$ cat config.mk
export PLATFORM = sky130hd
export DESIGN_NAME = sevenseg_scan_driver
export DESIGN_NICKNAME = d
export VERILOG_FILES = /design/src/rtl/sevenseg_pkg.sv /design/src/rtl/sevenseg_hex_decoder.sv /design/src/rtl/sevenseg_scan_driver.sv
export SDC_FILE = /design/constraint.sdc
export NUM_CORES = 1
export LEC_CHECK = 0
export BUFFER_PORTS_ARGS = -buffer_cell sky130_fd_sc_hd__buf_2
export CAP_MARGIN = 5
export CORE_MARGIN = 2
export CORE_UTILIZATION = 45
export CTS_BUF_LIST = sky130_fd_sc_hd__clkbuf_4
export CTS_CLUSTER_SIZE = 30
export DETAILED_ROUTE_END_ITERATION = 10
export GPL_TIMING_DRIVEN = 0
export MAX_ROUTING_LAYER = met4
export PLACE_DENSITY = 0.76
export SETUP_SLACK_MARGIN = 0.5
export SYNTH_ARGS = -nofsm -noshare
export SYNTH_HDL_FRONTEND = slang
export SYNTH_SLANG_ARGS = --single-unit
$ cat constraint.sdc
create_clock -name clk -period 3.12 [get_ports clk]
set_clock_uncertainty 0.05 [all_clocks]
set_input_delay 0.468 -clock clk [delete_from_list [all_inputs] [get_ports clk]]
set_output_delay 0.468 -clock clk [all_outputs]
set_load 0.01 [all_outputs]
$ cat src/rtl/sevenseg_pkg.sv
// rtl/sevenseg_pkg.sv - segment codes and pin polarity helpers for the scan driver
package sevenseg_pkg;

    // Active-high {g,f,e,d,c,b,a} codes
    localparam logic [6:0] SEG_0 = 7'h3F;
    localparam logic [6:0] SEG_1 = 7'h06;
    localparam logic [6:0] SEG_2 = 7'h5B;
    localparam logic [6:0] SEG_3 = 7'h4F;
    localparam logic [6:0] SEG_4 = 7'h66;
    localparam logic [6:0] SEG_5 = 7'h6D;
    localparam logic [6:0] SEG_6 = 7'h7D;
    localparam logic [6:0] SEG_7 = 7'h07;
    localparam logic [6:0] SEG_8 = 7'h7F;
    localparam logic [6:0] SEG_9 = 7'h6F;
    localparam logic [6:0] SEG_A = 7'h77;
    localparam logic [6:0] SEG_B = 7'h7C;
    localparam logic [6:0] SEG_C = 7'h39;
    localparam logic [6:0] SEG_D = 7'h5E;
    localparam logic [6:0] SEG_E = 7'h79;
    localparam logic [6:0] SEG_F = 7'h71;
    localparam logic [6:0] SEG_BLANK = 7'h00;

    function automatic logic [6:0] seg_pins(input logic [6:0] code, input logic active_low);
        return active_low ? ~code : code;
    endfunction

    function automatic logic dp_pin(input logic lit, input logic active_low);
        return active_low ? ~lit : lit;
    endfunction

endpackage

$ cat src/rtl/sevenseg_hex_decoder.sv
// rtl/sevenseg_hex_decoder.sv - combinational hex nibble to active-high segment code
module sevenseg_hex_decoder
    import sevenseg_pkg::*;
(
    input  logic [3:0] nibble,
    output logic [6:0] code
);

    always_comb begin
        case (nibble)
            4'h0:    code = SEG_0;
            4'h1:    code = SEG_1;
            4'h2:    code = SEG_2;
            4'h3:    code = SEG_3;
            4'h4:    code = SEG_4;
            4'h5:    code = SEG_5;
            4'h6:    code = SEG_6;
            4'h7:    code = SEG_7;
            4'h8:    code = SEG_8;
            4'h9:    code = SEG_9;
            4'hA:    code = SEG_A;
            4'hB:    code = SEG_B;
            4'hC:    code = SEG_C;
            4'hD:    code = SEG_D;
            4'hE:    code = SEG_E;
            default: code = SEG_F;
        endcase
    end

endmodule

$ cat src/rtl/sevenseg_scan_driver.sv
// rtl/sevenseg_scan_driver.sv - multiplexed seven-segment driver with blink, LZ suppression and PWM
module sevenseg_scan_driver
    import sevenseg_pkg::*;
#(
    parameter int NUM_DIGITS     = 4,
    parameter int DIV_WIDTH      = 13,
    parameter int BRIGHT_WIDTH   = 4,
    parameter int BLINK_WIDTH    = 6,
    parameter int SEG_ACTIVE_LOW = 1,
    parameter int AN_ACTIVE_LOW  = 1
) (
    input  logic                    clk,
    input  logic                    clr,
    input  logic [4*NUM_DIGITS-1:0] digits,
    input  logic [NUM_DIGITS-1:0]   dp_in,
    input  logic [NUM_DIGITS-1:0]   blank_in,
    input  logic [NUM_DIGITS-1:0]   blink_in,
    input  logic                    lz_suppress,
    input  logic [BRIGHT_WIDTH-1:0] brightness,
    output logic [6:0]              seg,
    output logic                    dp,
    output logic [NUM_DIGITS-1:0]   an,
    output logic                    frame_done
);

    localparam int IDX_W = $clog2(NUM_DIGITS);
    localparam logic [IDX_W-1:0] LAST_IDX = IDX_W'(NUM_DIGITS - 1);
    localparam logic SEG_AL = (SEG_ACTIVE_LOW != 0);
    localparam logic AN_AL = (AN_ACTIVE_LOW != 0);
    localparam logic [NUM_DIGITS-1:0] AN_OFF = {NUM_DIGITS{AN_AL}};

    logic [DIV_WIDTH-1:0]    prescaler;
    logic [IDX_W-1:0]        idx;
    logic [BLINK_WIDTH-1:0]  frame_cnt;
    logic [4*NUM_DIGITS-1:0] snap_digits;
    logic [NUM_DIGITS-1:0]   snap_dp;
    logic [NUM_DIGITS-1:0]   snap_blank;
    logic [NUM_DIGITS-1:0]   snap_blink;
    logic                    snap_lz;

    logic                    tick;
    logic                    frame_end;
    logic [3:0]              cur_nibble;
    logic [6:0]              cur_code;
    logic [NUM_DIGITS-1:0]   lz_mask;
    logic                    zero_run;
    logic                    visible;
    logic                    lit;
    logic [BRIGHT_WIDTH-1:0] pwm;
    logic [NUM_DIGITS-1:0]   onehot;

    assign tick      = &prescaler;
    assign frame_end = tick && (idx == LAST_IDX);

    // Snapshot resets blanked so nothing lights before the first frame boundary
    always_ff @(posedge clk or posedge clr) begin
        if (clr) begin
            prescaler   <= '0;
            idx         <= '0;
            frame_cnt   <= '0;
            frame_done  <= 1'b0;
            snap_digits <= '0;
            snap_dp     <= '0;
            snap_blank  <= '1;
            snap_blink  <= '0;
            snap_lz     <= 1'b0;
        end else begin
            prescaler  <= prescaler + 1'b1;
            frame_done <= frame_end;
            if (tick) begin
                idx <= (idx == LAST_IDX) ? '0 : idx + 1'b1;
            end
            if (frame_end) begin
                frame_cnt   <= frame_cnt + 1'b1;
                snap_digits <= digits;
                snap_dp     <= dp_in;
                snap_blank  <= blank_in;
                snap_blink  <= blink_in;
                snap_lz     <= lz_suppress;
            end
        end
    end

    assign cur_nibble = snap_digits[4*idx +: 4];

    sevenseg_hex_decoder u_decoder (
        .nibble (cur_nibble),
        .code   (cur_code)
    );

    // Walk down from the top digit; suppression stops at the first non-zero nibble
    always_comb begin
        lz_mask  = '0;
        zero_run = snap_lz;
        for (int i = NUM_DIGITS - 1; i >= 1; i--) begin
            zero_run   = zero_run && (snap_digits[4*i +: 4] == 4'h0);
            lz_mask[i] = zero_run;
        end
    end

    always_comb begin
        onehot      = '0;
        onehot[idx] = 1'b1;
        pwm         = prescaler[DIV_WIDTH-1 -: BRIGHT_WIDTH];
        visible     = !snap_blank[idx]
                   && !(snap_blink[idx] && frame_cnt[BLINK_WIDTH-1])
                   && !lz_mask[idx];
        lit         = visible && (pwm < brightness);
    end

    always_ff @(posedge clk or posedge clr) begin
        if (clr) begin
            seg <= seg_pins(SEG_BLANK, SEG_AL);
            dp  <= dp_pin(1'b0, SEG_AL);
            an  <= AN_OFF;
        end else begin
            seg <= seg_pins(lit ? cur_code : SEG_BLANK, SEG_AL);
            dp  <= dp_pin(lit && snap_dp[idx], SEG_AL);
            an  <= lit ? (AN_AL ? ~onehot : onehot) : AN_OFF;
        end
    end

endmodule

* Word-level counts from Yosys, hierarchy flattened *
Memories as Yosys holds them, arrays and structs flattened.
Index checks and enable logic that the tools add are counted.

storage, ports and cells
  register bits = 63
  memory bits (read-only) = 112
  input port bits = 35
  memories kept = 1

operators by class
  $add $sub $neg = 3
  magnitude comparators = 3
  eq/ne operators = 1
  shift-type cells = 1
  mux-type cells = 13
  bitwise operators = 3
  reductions and logical operators = 17

memories
  memory            words  width  rd ports  clocked after memory_dff  write ports  RTL line                    RTL
  (name not given)  16     7      1         0                         0            sevenseg_hex_decoder.sv:10  case (nibble)

operators with widths
  operator                                                                             count
  16-bit by 5-bit variable part select with 4-bit output                               1
  13-bit by 1-bit adder with 13-bit output, second input constant                      1
  13-bit AND reduction                                                                 1
  4-bit zero test                                                                      3
  1-bit logical AND                                                                    10
  1-bit binary-select mux with 2-bit select                                            4
  7-bit 2-to-1 mux                                                                     1
  7-bit NOT                                                                            1
  6-bit by 1-bit adder with 6-bit output, second input constant                        1
  1-bit 2-to-1 mux                                                                     5
  4-bit < comparator                                                                   1
  4-bit 2-to-1 mux                                                                     1
  4-bit NOT                                                                            1
  1-bit zero test                                                                      3
  2-bit by 3-bit < comparator with 1-bit output, second input constant                 1
  2-bit by 1-bit adder with 2-bit output, second input constant                        1
  1-bit demux with 2-bit select                                                        1
  2-bit equality test, second input constant                                           1
  2-bit by 1-bit greater-or-equal comparator with 1-bit output, second input constant  1
  2-bit 2-to-1 mux                                                                     1
  1-bit NOT                                                                            1

* Longest topological paths before layout *
  word-level depth = 11
  mapped depth = 10
  gate-level depth less buffers = 8

* Modules after synthesis *
Synthesis repeated with hierarchy kept, for this count alone.

unflattened totals
  cells, all modules = 231
  area total of the unflattened synthesis = 3074.2 um2

by module, submodules not included
  module                times used  cells an instance  area each (um2)  sequential area each (um2)
  sevenseg_scan_driver  1           198                2786.4           1596.5
  sevenseg_hex_decoder  1           33                 287.8            0.0

* Worst setup path before layout *
No wires, ideal clock.

  path type = reg2reg
  start point = register idx[0]
  end point = register seg[0]
  setup time = 0.079 ns
  arrival = 2.095 ns
  required time = 2.991 ns
  slack = 0.897 ns
  stages on the path, launching flop included = 11
  buffers on the path = 2
  period minus slack after synthesis = 2.223 ns
  cell sequence = dfrtp_1 -> buf_6 -> buf_2 -> mux4_2 -> inv_1 -> ha_1 -> nor2_1 -> nand3_1 -> o311ai_0 -> a2bb2oi_1 -> o21ai_0

on the way
  cells in the longest elaborated chain, start to end = 9

ends and longest elaborated chain
  what                                                       RTL line                     RTL
  start, declared                                            sevenseg_scan_driver.sv:33   logic [IDX_W-1:0] idx;
  start signal, assigned                                     sevenseg_scan_driver.sv:71   idx <= (idx == LAST_IDX) ? '0 : idx + 1'b1;
  branches (longest 7 deep; another with memory 16 x 7 bit)  --
  7-bit 2-to-1 mux *                                         sevenseg_scan_driver.sv:117  seg <= seg_pins(lit ? cur_code : SEG_BLANK, SEG_AL);
  7-bit NOT *                                                sevenseg_pkg.sv:24           return active_low ? ~code : code;
  end signal, assigned                                       sevenseg_scan_driver.sv:113  seg <= seg_pins(SEG_BLANK, SEG_AL);
  end signal, assigned                                       sevenseg_scan_driver.sv:117
  end, declared                                              sevenseg_scan_driver.sv:20   output logic [6:0] seg,

Mark *: on every way between the ends. The select of a mux whose other input is x is not followed.
A chain may end at the register's enable or synchronous reset.

* Final worst setup path *
  start point = register idx[1]
  end point = register seg[0]

The elaborated chain is that of the path after synthesis.

==> flow_metrics.py <==
metrics = {
    "clock_tree": {
        "htree_levels": 3,
        "clock_sink_count": 63,
        "clockBufferDepth": 2,
        "tritoncts": "built",
        "ctsHoldBuffers": 0,
        "clock_latency_ns": 0.41,
        "cts_buffers": 9,
        "path_clk_slew_ns": 0.10,
        "root_buffer": "clkbuf_4",
    },
    "route": {
        "routed_wl_microns": 5700,
        "avgRoutedWirePerCell_microns": 14.8,
        "postRouteAntennaNets": 0,
        "drt_iter0_drc": 125,
        "vias": 2008,
        "drt-vias-per-instance": 5.22,
        "drc": 0,
        "drtPass1Iterations": 4,
    },
    "die": {
        "ios": 48,
        "dieWidth_microns": 86.5,
        "initial_core_util": 0.458,
        "die_area_sq_um": 7480,
        "die_h_microns": 86.5,
        "coreArea_sq_um": 6680,
        "rows": 30,
    },
    "timing": {
        "final-setup-viol-count": 0,
        "rsz0062_at_grt": "false",
        "fin_setup_tns_ns": 0,
        "slew_violations": 0,
        "hold_violations": 0,
        "tightest_slew_ns": 0.550,
        "timing.fmax_ghz": 0.412,
        "min_period_ns": 2.43,
        "post-route-period-util": 0.778,
        "max-slew-margin-rel": 0.629,
    },
    "yosys": {
        "synth.yosys.seq_area_share": 0.521,
        "yosysWarningCount": 0,
        "netlist_instances": 239,
        "synth_async_sr_flop_share": 1.00,
        "yosys_most_used_dff": "dfrtp_1",
        "ys_seq_elements": 63,
        "ys_types": 38,
        "syn_avg_cell_area_sq_um": 12.8,
        "syn-num-nets": 289,
        "synth_edf_count": 0,
        "synth_area_sq_um": 3060,
    },
    "global_route": {
        "overflow": 0,
        "grt_max_degree": 44,
        "grt_use_total": 0.178,
        "grt_pass1_wl_microns": 9690,
        "antenna_found_initial": 0,
        "grt_pass1_vias": 2024,
    },
    "worst_setup_path": {
        "required_ns": 3.39,
        "path_cells": "buf_2 -> mux4_1 -> inv_1 -> ha_1 -> nand2_1 -> a31oi_1 -> a2bb2oi_1 -> o21ai_0",
        "slowest_stage": "dfrtp_1",
        "start_kind": "register",
        "r2r_start": "idx[1]",
        "endpoint_kind": "register",
        "critPathMaxFanout": 10,
        "slowest_delay_ns": 0.54,
        "rr_worst_depth": 8,
        "crit_family": "flip-flops",
        "arrival_ns": 2.70,
        "critical_path_class": "reg2reg",
        "rrSetupSlack_ns": 0.69,
        "r2r_end": "seg[0]",
        "crit_buf_inv": 2,
    },
    "hold_path": {
        "hold_path.class": "in2async",
    },
    "power_and_ir_drop": {
        "leakagePower_nw": 1.76,
        "irDropWorstVdd_uv": 212,
        "p_per_area_nw_per_um2": 382,
        "total_power_mw": 1.35,
    },
    "placed_design": {
        "dp.cells": 367,
        "dpl.hpwl_microns": 4170,
        "port_buffers": 47,
        "gp_congestion": 0.875,
    },
    "finish": {
        "layout.nets": 350,
        "antennaDiodeCount": 0,
        "drive_above_1_share": 0.426,
        "final_common_cell": "buf_2",
        "final_cell_mix": "buf_2, dfrtp_1, mux2_2",
        "area.growth.synth_to_final_pct": 15.9,
        "fin_cells": 385,
    },
    "run": {
        "drv_cap": 0,
    },
    "run_status": {
        "status": "finished clean",
    },
}
[cells in the mapped netlist (3+ instances only)]
master	instances	area, sq um
buf_2	3	15.0
xnor2_1	12	105
mux4_1	3	78.8
nand3_1	10	50.1
mux2i_1	4	40.0
inv_1	9	33.8
buf_6	3	33.8
xor2_1	6	52.6
mux2_2	32	360
nand2_1	27	101
buf_4	3	22.5
mux4_2	3	67.6
ha_1	15	188
o21ai_0	9	45.0
dfstp_2	16	420
and3_1	4	25.0
nor2_1	5	18.8
dfrtp_1	47	1180
nor4_1	3	18.8
[through the flow]
stage,setup WS (ns),hold slack (ns),utilization,area (sq um)
2_1_floorplan,0.897,0.393,-,3060
3_3_place_gp,0.274,0.408,0.508,3400
3_5_place_dp,0.604,0.416,0.511,3420
4_1_cts,0.582,0.0206,0.528,3530
5_1_grt,0.493,0.0348,0.531,3550
6_report,0.693,0.0231,0.531,3550
[area by class of cell]
| class | count | area [sq um] |
|---|---|---|
| timing repair buffer | 50 | 270 |
| sequential | 63 | 1600 |
| tap | 80 | 100 |
| fill | 591 | 3130 |
| inverter | 9 | 33.8 |
| buffer | 9 | 73.8 |
| clock buffer | 14 | 105 |
| multi-input combinational | 158 | 1360 |
| clock inverter | 2 | 8.76 |
[routing by layer]
metal	vias up	global-route usage	wire, microns
met5	-	-	0
met4	0	0.0852	111
met3	11	0.0390	250
met2	51	0.266	2740
met1	971	0.230	2600
li1	975	-	-
[flip-flops by register name, summed over array words and instances, names as in the netlist]
name and cells:
snap_dp 4, an 4, snap_blank 4, seg 7
snap_blink 4, dp 1, snap_digits 16, prescaler 13
idx 2, frame_cnt 6, frame_done 1, snap_lz 1
[cell families (layout without fill, tap and decap cells)]
kind of cell | after synthesis | after routing | synth area share
AOI/OAI and AO/OA | 23 | 23 | 0.0568
DFF | 63 | 63 | 0.521
buffers and inverters | 18 | 84 | 0.0343
adders and majority gates | 15 | 15 | 0.0613
and+or+nand+nor | 60 | 60 | 0.0960
muxes | 42 | 42 | 0.179
xor gates and xnor gates | 18 | 18 | 0.0515
[where the power goes]
group	leakage, nW	switching, mW	internal, mW
Clock	0.0699	0.276	0.206
Combinational	0.879	0.0284	0.0224
Sequential	0.809	0.000477	0.821
Total	1.76	0.305	1.05
[what timing repair did]
action,in CTS,in global routing
hold endpoints to repair,0,0
setup buffers,0,2
setup endpoints to repair,0,1
gates resized for setup,0,2
[worst max path at each step]
stage	start	end	slack (ns)	depth (start not counted)
6_report	idx[1]	seg[0]	0.69	8
5_1_grt	idx[0]	seg[0]	0.49	10
4_1_cts	idx[0]	seg[0]	0.58	10
3_5_place_dp	idx[0]	seg[0]	0.60	10
3_3_place_gp	clr	frame_done	0.27	2
2_1_floorplan	idx[0]	seg[0]	0.90	10
No activity file was read; power rests on OpenSTA's default activity.
